===== config.mk =====
export PLATFORM = sky130hd
export DESIGN_NAME = seed_frame_rx
export DESIGN_NICKNAME = d
export VERILOG_FILES = /design/src/rtl/snake_pkg.sv /design/src/rtl/seed_rx_timer.sv /design/src/rtl/seed_frame_rx.sv
export SDC_FILE = /design/constraint.sdc
export NUM_CORES = 1
export LEC_CHECK = 0
export BUFFER_PORTS_ARGS = -buffer_cell sky130_fd_sc_hd__buf_2
export CORE_UTILIZATION = 55
export CTS_BUF_LIST = sky130_fd_sc_hd__clkbuf_4 sky130_fd_sc_hd__clkbuf_8
export DETAILED_ROUTE_END_ITERATION = 8
export PLACE_DENSITY = 0.77
export SYNTH_ARGS = -nofsm -noshare
export SYNTH_HDL_FRONTEND = slang
export SYNTH_HIERARCHICAL = 1
export SYNTH_SLANG_ARGS = --single-unit

===== constraint.sdc =====
create_clock -name clk_75 -period 1.8 [get_ports clk_75]
set_input_delay 0.27 -clock clk_75 [delete_from_list [all_inputs] [get_ports clk_75]]
set_output_delay 0.27 -clock clk_75 [all_outputs]
set_load 0.02 [all_outputs]

===== src/rtl/snake_pkg.sv =====
// Shared types and constants for the snake game, including the seed exchange link
// used by both the seed frame transmitter and receiver.
package snake_pkg;

  typedef enum logic [1:0] {
    MENU,
    GAME,
    OVER
  } game_mode;

  localparam logic [7:0] SEED_HDR   = 8'hA5;
  localparam logic [4:0] SEED_X_RST = 5'd1;
  localparam logic [4:0] SEED_Y_RST = 5'd23;
  localparam logic [7:0] SEED_X_MAX = 8'd30;
  localparam logic [7:0] SEED_Y_MAX = 8'd23;

  typedef enum logic [1:0] {
    IDLE,
    GET_X,
    GET_Y,
    GET_CHK
  } seed_rx_state;

  // Checksum byte closing a seed frame.
  function automatic logic [7:0] seed_chk(input logic [7:0] x, input logic [7:0] y);
    return SEED_HDR ^ x ^ y;
  endfunction

endpackage


===== src/rtl/seed_rx_timer.sv =====
// Inter-byte timeout counter for the seed frame receiver; saturates at CYCLES.
module seed_rx_timer #(
  parameter int unsigned CYCLES = 75_000
) (
  input  logic clk_75,
  input  logic rst,
  input  logic clear,
  input  logic enable,
  output logic expired
);

  localparam int unsigned W = $clog2(CYCLES + 1);

  logic [W-1:0] count_q, count_d;

  always_comb begin
    count_d = count_q;
    if (clear) begin
      count_d = '0;
    end else if (enable && !expired) begin
      count_d = count_q + 1'b1;
    end
  end

  always_ff @(posedge clk_75) begin
    if (rst) begin
      count_q <= '0;
    end else begin
      count_q <= count_d;
    end
  end

  assign expired = (count_q == W'(CYCLES));

endmodule


===== src/rtl/seed_frame_rx.sv =====
// Seed frame receiver: decodes header/X/Y/checksum frames from the UART byte stream
// and holds the last accepted remote seed for the remote-start path.
module seed_frame_rx
  import snake_pkg::*;
#(
  parameter int unsigned TIMEOUT_CYCLES = 75_000
) (
  input  logic       clk_75,
  input  logic       rst,
  input  game_mode   mode,
  input  logic [7:0] rx_data,
  input  logic       rx_valid,
  output logic [4:0] seed_x,
  output logic [4:0] seed_y,
  output logic       seed_valid,
  output logic       frame_err,
  output logic       busy
);

  seed_rx_state state_q, state_d;
  logic [7:0]   x_buf_q, x_buf_d;
  logic [7:0]   y_buf_q, y_buf_d;
  logic [4:0]   seed_x_q, seed_x_d;
  logic [4:0]   seed_y_q, seed_y_d;
  logic         seed_valid_q, seed_valid_d;
  logic         frame_err_q, frame_err_d;
  logic         expired;
  logic         frame_bad;

  seed_rx_timer #(
    .CYCLES(TIMEOUT_CYCLES)
  ) u_timer (
    .clk_75 (clk_75),
    .rst    (rst),
    .clear  ((state_q == IDLE) || rx_valid),
    .enable (state_q != IDLE),
    .expired(expired)
  );

  // Range check uses the full byte so out-of-range values never alias into 5 bits.
  assign frame_bad = (rx_data != seed_chk(x_buf_q, y_buf_q)) ||
                     (x_buf_q > SEED_X_MAX) || (y_buf_q > SEED_Y_MAX);

  always_comb begin
    state_d      = state_q;
    x_buf_d      = x_buf_q;
    y_buf_d      = y_buf_q;
    seed_x_d     = seed_x_q;
    seed_y_d     = seed_y_q;
    seed_valid_d = 1'b0;
    frame_err_d  = 1'b0;
    unique case (state_q)
      IDLE: begin
        if (rx_valid && (rx_data == SEED_HDR)) begin
          state_d = GET_X;
        end
      end
      GET_X: begin
        if (rx_valid) begin
          x_buf_d = rx_data;
          state_d = GET_Y;
        end else if (expired) begin
          state_d     = IDLE;
          frame_err_d = 1'b1;
        end
      end
      GET_Y: begin
        if (rx_valid) begin
          y_buf_d = rx_data;
          state_d = GET_CHK;
        end else if (expired) begin
          state_d     = IDLE;
          frame_err_d = 1'b1;
        end
      end
      GET_CHK: begin
        if (rx_valid) begin
          state_d = IDLE;
          if (frame_bad) begin
            frame_err_d = 1'b1;
          end else if (mode != GAME) begin
            seed_x_d     = x_buf_q[4:0];
            seed_y_d     = y_buf_q[4:0];
            seed_valid_d = 1'b1;
          end
        end else if (expired) begin
          state_d     = IDLE;
          frame_err_d = 1'b1;
        end
      end
      default: state_d = IDLE;
    endcase
  end

  always_ff @(posedge clk_75) begin
    if (rst) begin
      state_q      <= IDLE;
      x_buf_q      <= '0;
      y_buf_q      <= '0;
      seed_x_q     <= SEED_X_RST;
      seed_y_q     <= SEED_Y_RST;
      seed_valid_q <= 1'b0;
      frame_err_q  <= 1'b0;
    end else begin
      state_q      <= state_d;
      x_buf_q      <= x_buf_d;
      y_buf_q      <= y_buf_d;
      seed_x_q     <= seed_x_d;
      seed_y_q     <= seed_y_d;
      seed_valid_q <= seed_valid_d;
      frame_err_q  <= frame_err_d;
    end
  end

  assign seed_x     = seed_x_q;
  assign seed_y     = seed_y_q;
  assign seed_valid = seed_valid_q;
  assign frame_err  = frame_err_q;
  assign busy       = (state_q != IDLE);

endmodule


==> reports/metrics.cfg <==
[critical_path]
reg2reg_from=y_buf_q[3]
worstPathMaxFanout=6
crit_type=reg -> reg
cp.arrival_ps=2050
cp-end-kind=register
r2r_setup_slack_ps=-70
cp.required_ps=1980
cp-start-kind=register
crit_start=y_buf_q[3]

[clock_tree]
cts.reportedPaths.clkPinSlew_ps=90
h-tree-depth=2
clkLatencyLatePin_ps=300
cts_tree=built
numCtsBuffers=5
cts_hold_buf=0
cts_buffer_depth=2
cts_root_buffer=clkbuf_8
cts_num_sinks=47

[timing]
finalHoldViolCount=0
fmax_mhz=535
period_needed_ps=1870
whs_ps=264
slew_headroom=0.707
finalSetupViolCount=11
tightest_slew_ps=434
fin_crit_sh=1.04
fin_skew_ps=7.55
rsz0062_at_grt=yes
fin_ws_ps=-67.6
slew_violations=0
setup-tns-final_ps=-524

[final_layout]
drive_above_1_share=0.308
fin_cells=394
antenna_cells=0
final_area_um2=3040
syn_to_final_growth_pct=24.1
utilization=0.734
finalNetCount=362

[power]
p_sw_frac=0.253
comb_power_share=0.127
seq_power_share=0.543
peakVddDrop_mv=0.462
p_leak_nw=1.20
power.switching_mw=0.494
cellPowerDensity_nw_per_um2=642
intPower_mw=1.46
clkPwrFrac=0.330

[placed_design]
port_buffers=25
dp.cells=385
gp_congestion=0.875
placed_area_um2=2850
dp_hpwl_um=4360

[routing]
wl_per_cell_um=15.9
drt-vias-per-instance=6.21
ant_nets=0
vias=2447
route.detailed.drc=0
dr.pass1.iters=5
drt_iter0_markers=296
wirelength_um=6250

[logic_synthesis]
avgSynthCellArea_um2=8.51
synth_edf_count=0
yosysWarningCount=6
synth_cells=288
yosysSeqAreaShare=0.384
synthesis.area_um2=2450
syn-num-nets=307
synth.distinct_cells=63
async_flop_share=0
ys_seq_elements=47
synth_ff_type=dfxtp_1

[grt]
overflow=0
grt_pass1_vias=2091
grt_max_degree=26
track_usage=0.279
antenna_found_initial=0
grt_pass1_wl_um=9700

[die]
start_util=0.591
coreArea_um2=4140
fp.dieW_um=68.7
die-area_um2=4730
num_io_pins=26
rows=23
die_y_um=68.7

[worst_hold_path]
worstHoldStart=rx_data[1]
hold_path_class=in -> reg

[status]
violations=negative setup slack
status=complete, but fails checks

[job]
maxCapViolCount=0

==> kinds of logic after synthesis <==
logic type      share of synthesized area
fa+ha+maj                          0.0306
compound gates                      0.183
flops                               0.384
xor+xnor                           0.0582
simple gates                        0.294
buf+inv                            0.0495
==> critical path, stage by stage (launching register included) <==
cell and delay [ps]:
dfxtp_2 330, xor3_1 340, a221o_1 310, or4_4 540
o21ai_1 160, a21oi_1 70
==> per-layer routing <==
metal  GRT usage  up-vias  routed length (um)
li1            -     1183                   -
met1       0.396     1141                2950
met2       0.411      113                2800
met3      0.0658       10                 402
met4      0.0918        0                  91
met5           0        -                   0
==> through the flow <==
step,setup WS (ps),power [mW]
after floorplan,-43.6,1.22
after global placement,-168,1.31
after detailed placement,-191,1.31
after CTS,-43.3,1.96
after global routing,-139,2.03
final,-67.6,1.95
==> layout by cell type, fill, tap and decap left out, types with 3 or more instances in the layout <==
| master | n |
|---|---|
| clkbuf_8 | 5 |
| a21oi_1 | 26 |
| nor2_1 | 13 |
| nand3_1 | 24 |
| dfxtp_2 | 4 |
| o31ai_2 | 4 |
| o31ai_1 | 3 |
| nand4_1 | 17 |
| xor2_1 | 9 |
| buf_4 | 40 |
| a31oi_1 | 6 |
| inv_1 | 9 |
| buf_2 | 25 |
| dfxtp_1 | 43 |
| or3_1 | 3 |
| o21ai_1 | 6 |
| nand2_1 | 30 |
| o21ai_0 | 3 |
| ha_1 | 5 |
| a211oi_1 | 3 |
| a41o_1 | 4 |
==> layout make-up <==
cell class              count  area [um^2]
repair buffers             65          425
inverters                  10         40.0
flip-flops and latches     47          946
clock inverters             1         5.00
fillers                   317         1100
clock buffers               7         83.8
multi-input cells         214         1480
well taps                  50         62.6
==> state kept, by name, summed over array words and instances, names as in the netlist <==
register,flops
u_timer/count_q,17
x_buf_q,8
y_buf_q,8
seed_x,5
seed_y,5
state_q,2
frame_err,1
seed_valid,1
==> worst paths after layout <==
path | cells after the start | end
worst max-delay path | 5 | seed_x[4]
worst min-delay path | 3 | x_buf_q[1]
worst max register to register | 5 | seed_x[4]
worst min register to register | 2 | x_buf_q[7]
==> repair_timing <==
item,4_1_cts,5_1_grt
gates resized for setup,10,11
endpoints found under the setup margin,13,21
setup buffers,1,0
pin swaps,2,1
==> power by group through the flow <==
stage          Sequential (mW)  Combinational (mW)  Clock (mW)
6_report                  1.06               0.249       0.644
5_1_grt                   1.06               0.268       0.696
4_1_cts                   1.06               0.238       0.660
3_5_place_dp              1.08               0.228           0
3_3_place_gp              1.08               0.227           0
2_1_floorplan             1.08               0.137           0
==> synth_stat cells, drive strengths merged (3+ instances only) <==
library cell | instances | area (um^2)
a21oi | 26 | 130
inv | 10 | 37.5
o21ai | 9 | 45.0
clkbuf | 8 | 35.0
nand2 | 32 | 123
o31ai | 8 | 60.1
xor2 | 9 | 78.8
a41o | 4 | 40.0
and3 | 3 | 20.0
buf | 8 | 40.0
nand3 | 24 | 120
nor2 | 14 | 55.1
nor4 | 4 | 46.3
nand4 | 18 | 119
a31oi | 6 | 37.5
or3 | 5 | 31.3
nor3 | 3 | 20.0
a211oi | 3 | 22.5
and4 | 3 | 28.8
ha | 6 | 75.1
dfxtp | 47 | 941
and2 | 3 | 18.8
(Power assumes the default switching activity.)
